--- config.mk ---
export PLATFORM = sky130hd
export DESIGN_NAME = board_io_top
export DESIGN_NICKNAME = d
export VERILOG_FILES = /design/src/rtl/board_io_top.sv
export SDC_FILE = /design/constraint.sdc
export NUM_CORES = 1
export LEC_CHECK = 0
export BUFFER_PORTS_ARGS = -buffer_cell sky130_fd_sc_hd__buf_2
export CORE_MARGIN = 10
export CORE_UTILIZATION = 36
export DETAILED_ROUTE_END_ITERATION = 8
export PLACE_DENSITY = 0.55
export SYNTH_ARGS = -nofsm -noshare
export SYNTH_HDL_FRONTEND = slang
export SYNTH_SLANG_ARGS = --single-unit
export TNS_END_PERCENT = 100
--- constraint.sdc ---
create_clock -name CLK100MHZ -period 2.75 [get_ports CLK100MHZ]
set_input_delay 0.1375 -clock CLK100MHZ [delete_from_list [all_inputs] [get_ports CLK100MHZ]]
set_output_delay 0.1375 -clock CLK100MHZ [all_outputs]
set_load 0.01 [all_outputs]
--- src/rtl/board_io_top.sv ---
// Board I/O wrapper: synchronizes and debounces buttons/switches, toggles one LED per
// button press, and reports each press as an 8N1 ASCII byte on UART_TX.
module board_io_top #(
  parameter int unsigned CLKS_PER_BIT    = 868,
  parameter int unsigned DEBOUNCE_CYCLES = 128
) (
  input  logic       CLK100MHZ,
  input  logic       nrst,
  input  logic [3:0] btn_in,
  input  logic [2:0] switch_in,
  output logic [3:0] LED_out,
  output logic       UART_TX
);

  localparam int unsigned DW = $clog2(DEBOUNCE_CYCLES + 1);
  localparam int unsigned BW = $clog2(CLKS_PER_BIT + 1);

  typedef enum logic [1:0] {IDLE, START, DATA, STOP} tx_state_t;

  logic [3:0]    btn_s1, btn_s2;
  logic [2:0]    sw_s1, sw_s2;
  logic [3:0]    deb;
  logic [DW-1:0] deb_cnt [4];
  logic [3:0]    rise;
  logic [3:0]    pending;
  logic          sel_valid;
  logic [1:0]    sel_idx;
  logic [3:0]    sel_mask;
  logic          found;
  tx_state_t     state;
  logic [BW-1:0] baud_cnt;
  logic [2:0]    bit_idx;
  logic [7:0]    shreg;

  always_ff @(posedge CLK100MHZ or posedge nrst) begin
    if (nrst) begin
      btn_s1 <= '0;
      btn_s2 <= '0;
      sw_s1  <= '0;
      sw_s2  <= '0;
    end else begin
      btn_s1 <= btn_in;
      btn_s2 <= btn_s1;
      sw_s1  <= switch_in;
      sw_s2  <= sw_s1;
    end
  end

  // A press is recognised in the same cycle the debounced level is updated to 1.
  always_comb begin
    for (int unsigned i = 0; i < 4; i++)
      rise[i] = btn_s2[i] & ~deb[i] & (deb_cnt[i] == DW'(DEBOUNCE_CYCLES - 1));
  end

  always_ff @(posedge CLK100MHZ or posedge nrst) begin
    if (nrst) begin
      deb <= '0;
      for (int unsigned i = 0; i < 4; i++) deb_cnt[i] <= '0;
    end else begin
      for (int unsigned i = 0; i < 4; i++) begin
        if (btn_s2[i] == deb[i]) begin
          deb_cnt[i] <= '0;
        end else if (deb_cnt[i] == DW'(DEBOUNCE_CYCLES - 1)) begin
          deb[i]     <= btn_s2[i];
          deb_cnt[i] <= '0;
        end else begin
          deb_cnt[i] <= deb_cnt[i] + 1'b1;
        end
      end
    end
  end

  always_comb begin
    found   = 1'b0;
    sel_idx = '0;
    for (int unsigned i = 0; i < 4; i++) begin
      if (pending[i] && !found) begin
        found   = 1'b1;
        sel_idx = i[1:0];
      end
    end
    sel_valid = (state == IDLE) && found;
    sel_mask  = sel_valid ? (4'b0001 << sel_idx) : '0;
  end

  always_ff @(posedge CLK100MHZ or posedge nrst) begin
    if (nrst) begin
      LED_out <= '0;
      pending <= '0;
    end else begin
      LED_out <= LED_out ^ rise;
      pending <= (pending & ~sel_mask) | rise;
    end
  end

  always_ff @(posedge CLK100MHZ or posedge nrst) begin
    if (nrst) begin
      state    <= IDLE;
      baud_cnt <= '0;
      bit_idx  <= '0;
      shreg    <= '0;
      UART_TX  <= 1'b1;
    end else begin
      case (state)
        IDLE: begin
          UART_TX  <= 1'b1;
          baud_cnt <= '0;
          if (sel_valid) begin
            shreg   <= 8'h30 + {3'b000, sw_s2, sel_idx};
            UART_TX <= 1'b0;
            state   <= START;
          end
        end
        START: begin
          if (baud_cnt == BW'(CLKS_PER_BIT - 1)) begin
            baud_cnt <= '0;
            bit_idx  <= '0;
            UART_TX  <= shreg[0];
            state    <= DATA;
          end else begin
            baud_cnt <= baud_cnt + 1'b1;
          end
        end
        DATA: begin
          if (baud_cnt == BW'(CLKS_PER_BIT - 1)) begin
            baud_cnt <= '0;
            if (bit_idx == 3'd7) begin
              UART_TX <= 1'b1;
              state   <= STOP;
            end else begin
              bit_idx <= bit_idx + 1'b1;
              shreg   <= {1'b0, shreg[7:1]};
              UART_TX <= shreg[1];
            end
          end else begin
            baud_cnt <= baud_cnt + 1'b1;
          end
        end
        STOP: begin
          if (baud_cnt == BW'(CLKS_PER_BIT - 1)) begin
            baud_cnt <= '0;
            state    <= IDLE;
          end else begin
            baud_cnt <= baud_cnt + 1'b1;
          end
        end
        default: state <= IDLE;
      endcase
    end
  end

endmodule

==> reports/qor.csv, run 1 <==
stage,metric,value,unit
place,pre-CTS setup slack,0.541,ns
final_layout,layout cell share with drive strength beyond 1,17.6,%
worst_hold_path,HP Start,sw_s1[2],
timing,worst-margin pin slew,0.937,ns
cts,Post CTS Setup Buffer Count,0,
grt,GR peak layer,met2,
timing,final setup TNS,0,ns
final_layout,Final Util,42.8,%
place,post-placement cell area,3920,µm²
final_layout,Area Overhead vs Synth,15.1,%
run,Max Cap Viol,0,
critical_path,critical path arrival,2.45,ns
synthesis,Seq cells post-synth,81,
route,Vias/cell,4.69,
floorplanning,Die H,121,µm
final_layout,fin area,4220,µm²
final_layout,# diodes,0,
grt,GRT Total Usage,10.0,%
worst_hold_path,worst hold stages,0,
critical_path,worst flop-to-flop path startpoint,bit_idx[0],
floorplanning,Cell Rows,36,
cts,CTS Buf Count,9,
timing,Final Hold Viols,0,
cts,Root Buffer,clkbuf_8,
cts,Clock Path Buffers,2,
worst_hold_path,HP Class,register to register,
synthesis,Synth warnings,0,
pwr,Max rail drop VDD,299,µV
synthesis,"Top FF cell, synth",dfrtp_1,
critical_path,Setup CP Type,register to register,
floorplanning,Starting Density,37.2,%
timing,Final Cycle Share,80.2,%
synthesis,cell count after synthesis,320,
floorplanning,Die X,121,µm
floorplanning,Core ar.,9860,µm²
route,DR DRC count,0,
grt,vias in the first global route,2450,
cts,clk_lat worst skew,0.36,ns
timing,Final Setup Violations,0,
synthesis,Syn Std Cell Area,3670,µm²
synthesis,Netlist cell types,46,
timing,final-report max-slew violation count,0,
route,Total Wirelength,6390,µm
grt,largest net degree at the start of global routing,55,
timing,final worst setup slack,0.546,ns
route,DR WL/cell,13.0,µm
route,DR iter-0 viols,76,
cts,Post-CTS Resized,0,
place,hpwl dp,4370,µm
synthesis,number of enable flip-flop cells after synthesis,0,
grt,GRT Residual Overflow,0,
pwr,Design Power,0.00231,W
timing,Max Clock Skew,0.00884,ns
status,run status,"complete, no violations",
grt,antenna violations before repair,0,
grt,GR Layer Usage met1,13.1,%
grt,first-pass GRT wire length,11800,µm
critical_path,Worst Setup SP,bit_idx[0],
critical_path,R2R cell count,6,
critical_path,CP startpoint kind,register,
pwr,PD cells,547,nW/µm²
critical_path,R2R setup slack,0.55,ns
critical_path,Critical Path Sink Type,register,
synthesis,syn nets,344,
cts,Clock transition at path regs,0.08,ns
place,routability cong.,0.765,
floorplanning,total die area,14600,µm²
critical_path,Buffers & Inverters on Critical Path,0,
worst_hold_path,hold endpoint,sw_s2[2],
grt,met2 Usage GRT,14.5,%
pwr,leakage,1.87,nW
critical_path,max incr delay on CP,0.42,ns
route,Final ANT Viol Nets,0,
timing,Worst slew margin,37.5,%
critical_path,family with the most delay on the worst path,simple AND/OR/NAND/NOR gates,
synthesis,syn avg cell area,11.5,µm²
critical_path,"Cell Chain, Critical Path",ha_1 > ha_1 > nor2b_1 > nand4b_2 > a21oi_4 > mux2_4,
critical_path,most frequent CP cell,ha_1,
route,via count,2301,
grt,GR met3 Demand/Resource,2.84,%
final_layout,most frequent cells in the layout,"80 x dfrtp_1, 33 x nor2_1, 26 x nand2_1, 23 x nand3_1, 20 x xnor2_1",
critical_path,slowest cell on the critical path,dfrtp_1,
floorplanning,num ports,14,
cts,CTS H-tree depth,3,
critical_path,R2R Path End,shreg[4],
synthesis,sequential area share after synthesis,55.3,%
final_layout,Nets,377,
place,port buffer count,13,
critical_path,critical-path maximum fanout,7,
critical_path,Worst Path Required,3.00,ns
timing,RSZ-0062 raised after global routing,false,
synthesis,Async SR Flop Fraction,100,%
timing,Max Clock Freq,0.454,GHz
cts,CTS tree,built,
final_layout,"leading cell type in the layout, fill and taps excluded",dfrtp_1,
route,total iterations of the first detailed-routing run,4,
cts,clk sinks,81,
timing,crit path time final,2.20,ns
## area by class of cell
| type | count | area, µm² |
|---|---|---|
| clock buffer | 11 | 151 |
| clock inverter | 5 | 77.6 |
| fill | 938 | 5640 |
| inverter | 13 | 50.0 |
| multi-input combinational | 222 | 1570 |
| sequential | 81 | 2030 |
| tap | 133 | 166 |
| timing repair buffer | 26 | 183 |
## cell families after synthesis
| family | Yosys count | share of synthesized area, % |
|---|---|---|
| and+or+nand+nor | 135 | 20.4 |
| DFF | 81 | 55.3 |
| xor gates and xnor gates | 32 | 7.64 |
| AOI/OAI and AO/OA | 26 | 4.57 |
| buffers and inverters | 17 | 1.98 |
| adders and majority gates | 15 | 5.12 |
| muxes | 14 | 5.01 |
## flip-flops by register name, summed over array words and instances, names as in the netlist
register and count:
shreg 7, bit_idx 3, LED_out 4, pending 4
UART_TX 1, sw_s1 3, btn_s2 4, deb 4
state 2, sw_s2 3, deb_cnt 32, baud_cnt 10
btn_s1 4
## per-stage QoR
| stage | hold WS (ns) | std cells |
|---|---|---|
| 3_5_place_dp | 0.247 | 467 |
| 6_report | 0.353 | 491 |
| 4_1_cts | 0.354 | 491 |
| 5_1_grt | 0.359 | 491 |
| 2_1_floorplan | 0.169 | 320 |
| 3_3_place_gp | 0.246 | 467 |
## what timing repair did
| action | in CTS | in global routing |
|---|---|---|
| hold buffers | 8 | 0 |
| endpoints found under the hold margin | 58 | 0 |
| setup endpoints to repair | 0 | 0 |
## how the worst max path moves through the flow
stage / endpoint / slack, ns / cells after the start
after detailed placement: shreg[5] / 0.54 / 6
after floorplan: LED_out[0] / 0.53 / 1
after global routing: shreg[4] / 0.43 / 6
after global placement: shreg[3] / 0.66 / 6
after CTS: shreg[4] / 0.53 / 6
final: shreg[4] / 0.55 / 6
## power by group
| group | internal [W] | switching, W | leakage [nW] |
|---|---|---|---|
| clock | 0.000558 | 0.000442 | 0.115 |
| sequential | 0.00121 | 0.0000176 | 1.09 |
| combinational | 0.0000336 | 0.0000466 | 0.672 |
## per-layer routing
layer  wire [µm]  share of wire, %
met3         231               3.6
met4         149               2.3
met1        3210                50
met2        2800                44
met5           0                 0
## worst reg2reg max path, stage by stage (launching register included)
cell	delay (ns)
dfrtp_1	0.42
ha_1	0.22
ha_1	0.25
nor2b_1	0.35
nand4b_2	0.18
a21oi_4	0.34
mux2_4	0.33
## cell usage after synthesis, types with 2 or more instances
cell	instances	area [µm²]
a21oi_1	4	20.0
nor4_1	2	12.5
mux2_2	6	67.6
and2_1	2	12.5
xnor2_1	20	175
nand2_1	26	97.6
nor3_1	11	55.1
nand4_1	2	12.5
o21ai_0	15	75.1
nand3_1	23	115
or3_1	5	31.3
nor2_1	33	124
and3_1	2	12.5
xor2_1	12	105
dfrtp_1	80	2000
nor4b_2	4	60.1
mux2_4	7	105
ha_1	15	188
nor2b_1	10	62.6
inv_1	13	48.8
or2_1	3	18.8
Power figures use the tool's default switching activity.
==> run 2: changes to the inputs <==
PLACE_DENSITY = 0.57   (was 0.55)
clock period = 1.9 ns   (was 2.75 ns; I/O delays follow)
==> reports/qor.csv, run 2 (same netlist as run 1, synthesis figures left out) <==
stage,metric,value,unit
status,run status,"complete, but fails checks",
status,failing checks,setup timing,
floorplanning,Cell Rows,36,
critical_path,Setup CP Type,register to register,
final_layout,# diodes,0,
timing,Final Cycle Share,100,%
route,DR DRC count,0,
critical_path,worst flop-to-flop path startpoint,state[1],
cts,Root Buffer,clkbuf_8,
route,Vias/cell,4.69,
timing,Worst slew margin,62.9,%
cts,CTS tree,built,
critical_path,Worst Path Required,2.14,ns
route,DR iter-0 viols,56,
grt,antenna violations before repair,0,
pwr,sequential fraction of design power,56.2,%
pwr,Sw Ratio,23.5,%
final_layout,Nets,388,
floorplanning,Core ar.,9860,µm²
pwr,combinational share of power,3.7,%
timing,final-report max-slew violation count,0,
pwr,PD cells,733,nW/µm²
timing,Final Hold Viols,0,
cts,CTS H-tree depth,3,
critical_path,Buffers & Inverters on Critical Path,2,
floorplanning,Die X,121,µm
timing,Final Setup Violations,6,
grt,first-pass GRT wire length,11300,µm
timing,crit path time final,1.91,ns
final_layout,top flop regs,"deb_cnt x32, baud_cnt x10, shreg x7",
route,Final ANT Viol Nets,0,
timing,worst-margin pin slew,0.551,ns
final_layout,"leading cell type in the layout, fill and taps excluded",dfrtp_1,
floorplanning,total die area,14600,µm²
pwr,Int Power,0.00243,W
pwr,leakage,1.92,nW
critical_path,R2R setup slack,-0.007,ns
route,Total Wirelength,6250,µm
final_layout,most frequent cells in the layout,"80 x dfrtp_1, 33 x nor2_1, 26 x nand2_1, 23 x nand3_1, 20 x xnor2_1",
worst_hold_path,HP Class,input pin to asynchronous set/reset pin,
cts,clk_lat worst skew,0.35,ns
timing,RSZ-0062 raised after global routing,true,
critical_path,"Cell Chain, Critical Path",inv_2 > ha_4 > or3b_4 > nor3_4 > a21oi_4 > buf_12 > mux2_4,
timing,Max Clock Skew,0.00652,ns
place,hpwl dp,4330,µm
critical_path,Critical Path Sink Type,register,
route,total iterations of the first detailed-routing run,4,
floorplanning,num ports,14,
grt,GRT Residual Overflow,0,
pwr,Design Power,0.00317,W
cts,Clock Path Buffers,2,
critical_path,R2R cell count,7,
final_layout,number of flip-flops under the largest register name,32,
timing,final worst setup slack,-0.00663,ns
critical_path,CP startpoint kind,register,
critical_path,max incr delay on CP,0.41,ns
route,DR WL/cell,12.5,µm
pwr,Max rail drop VDD,410,µV
route,via count,2353,
final_layout,Area Overhead vs Synth,17.9,%
critical_path,R2R Path End,shreg[1],
pwr,switching pwr,0.000747,W
place,routability cong.,0.777,
critical_path,Worst Setup SP,state[1],
grt,vias in the first global route,2464,
critical_path,slowest cell on the critical path,dfrtp_1,
cts,Clock transition at path regs,0.08,ns
pwr,Clock power frac,40.1,%
timing,Max Clock Freq,0.524,GHz
grt,largest net degree at the start of global routing,64,
place,port buffer count,13,
critical_path,critical-path maximum fanout,7,
timing,final setup TNS,-0.0156,ns
final_layout,layout cell share with drive strength beyond 1,21.1,%
critical_path,critical path arrival,2.14,ns
final_layout,Biggest register,deb_cnt,
critical_path,family with the most delay on the worst path,simple AND/OR/NAND/NOR gates,
floorplanning,Die H,121,µm
run,Max Cap Viol,0,
grt,GRT Total Usage,9.28,%
cts,CTS Buf Count,9,
floorplanning,Starting Density,37.2,%
cts,clk sinks,81,
## run 2: changes by cell type in the layout (fill, tap and decap cells not counted), sizes merged
cell / previous run / this run
clkinv: 3 / 5
bufinv: 2 / 1
buf: 18 / 29
clkinvlp: 1 / 2
clkbuf: 11 / 9
## run 2: worst register-to-register path: stages (launching register included)
cell and delay (ns):
dfrtp_1 0.41, inv_2 0.09, ha_4 0.13, or3b_4 0.39, nor3_4 0.28, a21oi_4 0.06
buf_12 0.15, mux2_4 0.29
## run 2: repair_timing
action / 4_1_cts / 5_1_grt
pin swaps: 1 / 4
hold buffers: 8 / 0
cloned: 0 / 0
setup endpoints to repair: 6 / 7
resized for setup: 0 / 4
buffers inserted: 3 / 8
hold endpoints to repair: 24 / 0
## run 2: area by class of cell
type	count	area, µm²
flip-flops and latches	81	2030
clock inverters	7	81.3
repair buffers	37	290
clock buffers	9	124
well taps	133	166
inverters	13	52.6
multi-input cells	222	1580
fillers	930	5540
## run 2: worst max path at each step
stage          endpoint  slack [ns]  cells after the start
2_1_floorplan  shreg[0]       0.009                      6
3_3_place_gp   shreg[2]        0.05                      6
3_5_place_dp   shreg[1]       -0.02                      6
4_1_cts        shreg[3]       0.002                      7
5_1_grt        shreg[3]       -0.08                      7
6_report       shreg[1]      -0.007                      7
## run 2: power by group through the flow
stage	Sequential [W]	Clock (W)	Combinational, W
CTS	0.00178	0.00132	0.000124
global placement	0.00182	0	0.000109
finish	0.00178	0.00127	0.000117
detailed placement	0.00182	0	0.000110
global route	0.00179	0.00138	0.000141
floorplan	0.00181	0	0.0000748
## run 2: routing by layer
metal / global-route usage [%] / wire length (µm) / vias up
met2: 15.3 / 3040 / 18
met1: 11.1 / 2940 / 1147
met5: 0 / 0 / -
met4: 4.30 / 129 / 0
met3: 2.33 / 132 / 10
li1: - / - / 1178
## run 2: through the flow
step	worst slack (ns)	hold WS (ns)	util, %	instance area [µm²]	cells
2_1_floorplan	0.00857	0.126	-	3670	320
3_3_place_gp	0.0546	0.123	40.3	3980	473
3_5_place_dp	-0.0201	0.126	40.3	3980	473
4_1_cts	0.00202	0.291	43.6	4300	500
5_1_grt	-0.0776	0.346	43.8	4330	502
6_report	-0.00663	0.305	43.8	4330	502
==> run 3: changes to the inputs <==
CORE_ASPECT_RATIO = 1.5   (was unset)
==> reports/qor.csv, run 3 (same netlist as run 1, synthesis figures left out) <==
stage,metric,value,unit
timing,Worst slew margin,66.0,%
worst_hold_path,HP Class,input pin to asynchronous set/reset pin,
status,run status,"complete, no violations",
final_layout,Nets,388,
final_layout,most frequent cells in the layout,"80 x dfrtp_1, 33 x nor2_1, 26 x nand2_1, 23 x nand3_1, 20 x xnor2_1",
critical_path,Stages on worst setup path,5,
timing,final worst setup slack,0.0333,ns
place,post-placement cell area,3990,µm²
cts,clk sinks,81,
route,DR iter-0 viols,86,
pwr,PD cells,831,nW/µm²
critical_path,Critical Path Sink Type,register,
timing,Max Clock Skew,0.00474,ns
floorplanning,num ports,14,
final_layout,# diodes,0,
run,Max Cap Viol,0,
route,DR WL/cell,13.0,µm
final_layout,layout cell share with drive strength beyond 1,22.2,%
floorplanning,Die H,144,µm
route,via count,2348,
floorplanning,Cell Rows,45,
timing,Max Clock Freq,0.536,GHz
critical_path,critical-path maximum fanout,4,
critical_path,R2R cell count,5,
grt,vias in the first global route,2454,
critical_path,slowest cell on the critical path,dfrtp_1,
floorplanning,total die area,14700,µm²
place,hpwl dp,4500,µm
cts,Clock transition at path regs,0.06,ns
route,total iterations of the first detailed-routing run,4,
pwr,Max rail drop VDD,766,µV
final_layout,Final Util,44.4,%
grt,largest net degree at the start of global routing,40,
timing,worst-margin pin slew,0.509,ns
grt,antenna violations before repair,0,
floorplanning,Starting Density,36.6,%
critical_path,Worst Setup SP,state[0],
floorplanning,Core ar.,10000,µm²
route,DR DRC count,0,
critical_path,critical path arrival,2.09,ns
critical_path,Buffers & Inverters on Critical Path,1,
timing,final-report max-slew violation count,0,
floorplanning,Die X,102,µm
final_layout,top flop regs,"deb_cnt x32, baud_cnt x10, shreg x7",
cts,clk_lat worst skew,0.34,ns
place,port buffer count,13,
route,Final ANT Viol Nets,0,
critical_path,worst flop-to-flop path startpoint,state[0],
route,Total Wirelength,6300,µm
timing,Final Hold Viols,0,
critical_path,CP startpoint kind,register,
cts,CTS H-tree depth,3,
timing,crit path time final,1.87,ns
cts,CTS tree,built,
place,routability cong.,0.758,
timing,Final Cycle Share,98.2,%
place,placed cell count,459,
pwr,leakage,1.98,nW
grt,first-pass GRT wire length,11200,µm
critical_path,family with the most delay on the worst path,flip-flops,
final_layout,Area Overhead vs Synth,21.2,%
critical_path,"Cell Chain, Critical Path",buf_4 > ha_1 > or3_4 > a211oi_2 > mux2_4,
cts,CTS Buf Count,9,
final_layout,"leading cell type in the layout, fill and taps excluded",dfrtp_1,
route,Vias/cell,4.83,
final_layout,number of flip-flops under the largest register name,32,
final_layout,Biggest register,deb_cnt,
grt,GRT Residual Overflow,0,
cts,Root Buffer,clkbuf_16,
grt,GRT Total Usage,9.57,%
timing,Final Setup Violations,0,
critical_path,Worst Path Required,2.12,ns
critical_path,Setup CP Type,register to register,
place,pre-CTS setup slack,0.0188,ns
cts,Clock Path Buffers,2,
final_layout,Filler cells,919,
final_layout,filler-free cell count of the finished design,486,
final_layout,fin area,4450,µm²
critical_path,max incr delay on CP,0.42,ns
-- run 3: changes by cell type in the layout (fill, tap and decap cells not counted), sizes merged --
cell / delta
clkbuf: +2
clkinv: -4
clkinvlp: +1
inv: +1
-- run 3: area by class of cell --
cell class	instances	area, µm²	share of cell area, %
Inverter	13	52.6	1.18
Clock inverter	5	62.6	1.41
Sequential cell	81	2030	45.6
Multi-Input combinational cell	222	1610	36.3
Clock buffer	11	253	5.68
Timing Repair Buffer	37	290	6.53
Tap cell	117	146	3.29
-- run 3: timing repair --
item,CTS,global route
hold buffers,8,0
buffers inserted,0,3
gates resized for setup,0,10
setup endpoints to repair,0,7
endpoints found under the hold margin,26,0
-- run 3: per-stage QoR --
stage | hold WS [ns] | power [W] | setup TNS (ns)
4_1_cts | 0.345 | 0.00374 | 0
6_report | 0.342 | 0.00369 | 0
3_3_place_gp | 0.158 | 0.00193 | 0
5_1_grt | 0.355 | 0.00384 | -0.0284
2_1_floorplan | 0.126 | 0.00189 | 0
3_5_place_dp | 0.159 | 0.00193 | 0
-- run 3: metal layers --
layer  routed length [µm]  global-route usage [%]  vias up
met1                 2860                    11.2     1137
met2                 3130                    15.5       22
li1                     -                       -     1179
met5                    0                       0        -
met4                  167                    6.04        0
met3                  145                    1.92       10
-- run 3: power breakdown --
| group | switching, W | internal, W | total (W) | leakage (nW) |
|---|---|---|---|---|
| Sequential | 0.0000245 | 0.00176 | 0.00179 | 1.09 |
| Combinational | 0.0000669 | 0.0000541 | 0.000121 | 0.747 |
| Clock | 0.000692 | 0.00110 | 0.00179 | 0.148 |
| Total | 0.000783 | 0.00291 | 0.00369 | 1.98 |
-- run 3: worst reg2reg max path, delay by kind of cell (launching register included) --
kind	cells	cell delay, ns
compound gates	1	0.26
fa+ha+maj	1	0.22
buf+inv	1	0.15
flops	1	0.42
mux	1	0.33
simple gates	1	0.38
-- run 3: worst paths after layout --
check / end / slack, ns
worst max-delay path: state[1] / 0.03
worst min-delay path: LED_out[0] / 0.34
worst max register to register: state[1] / 0.03
worst min register to register: sw_s2[1] / 0.34
max in group asynchronous: deb_cnt[3] / 1.01
min in group CLK100MHZ: sw_s2[1] / 0.34
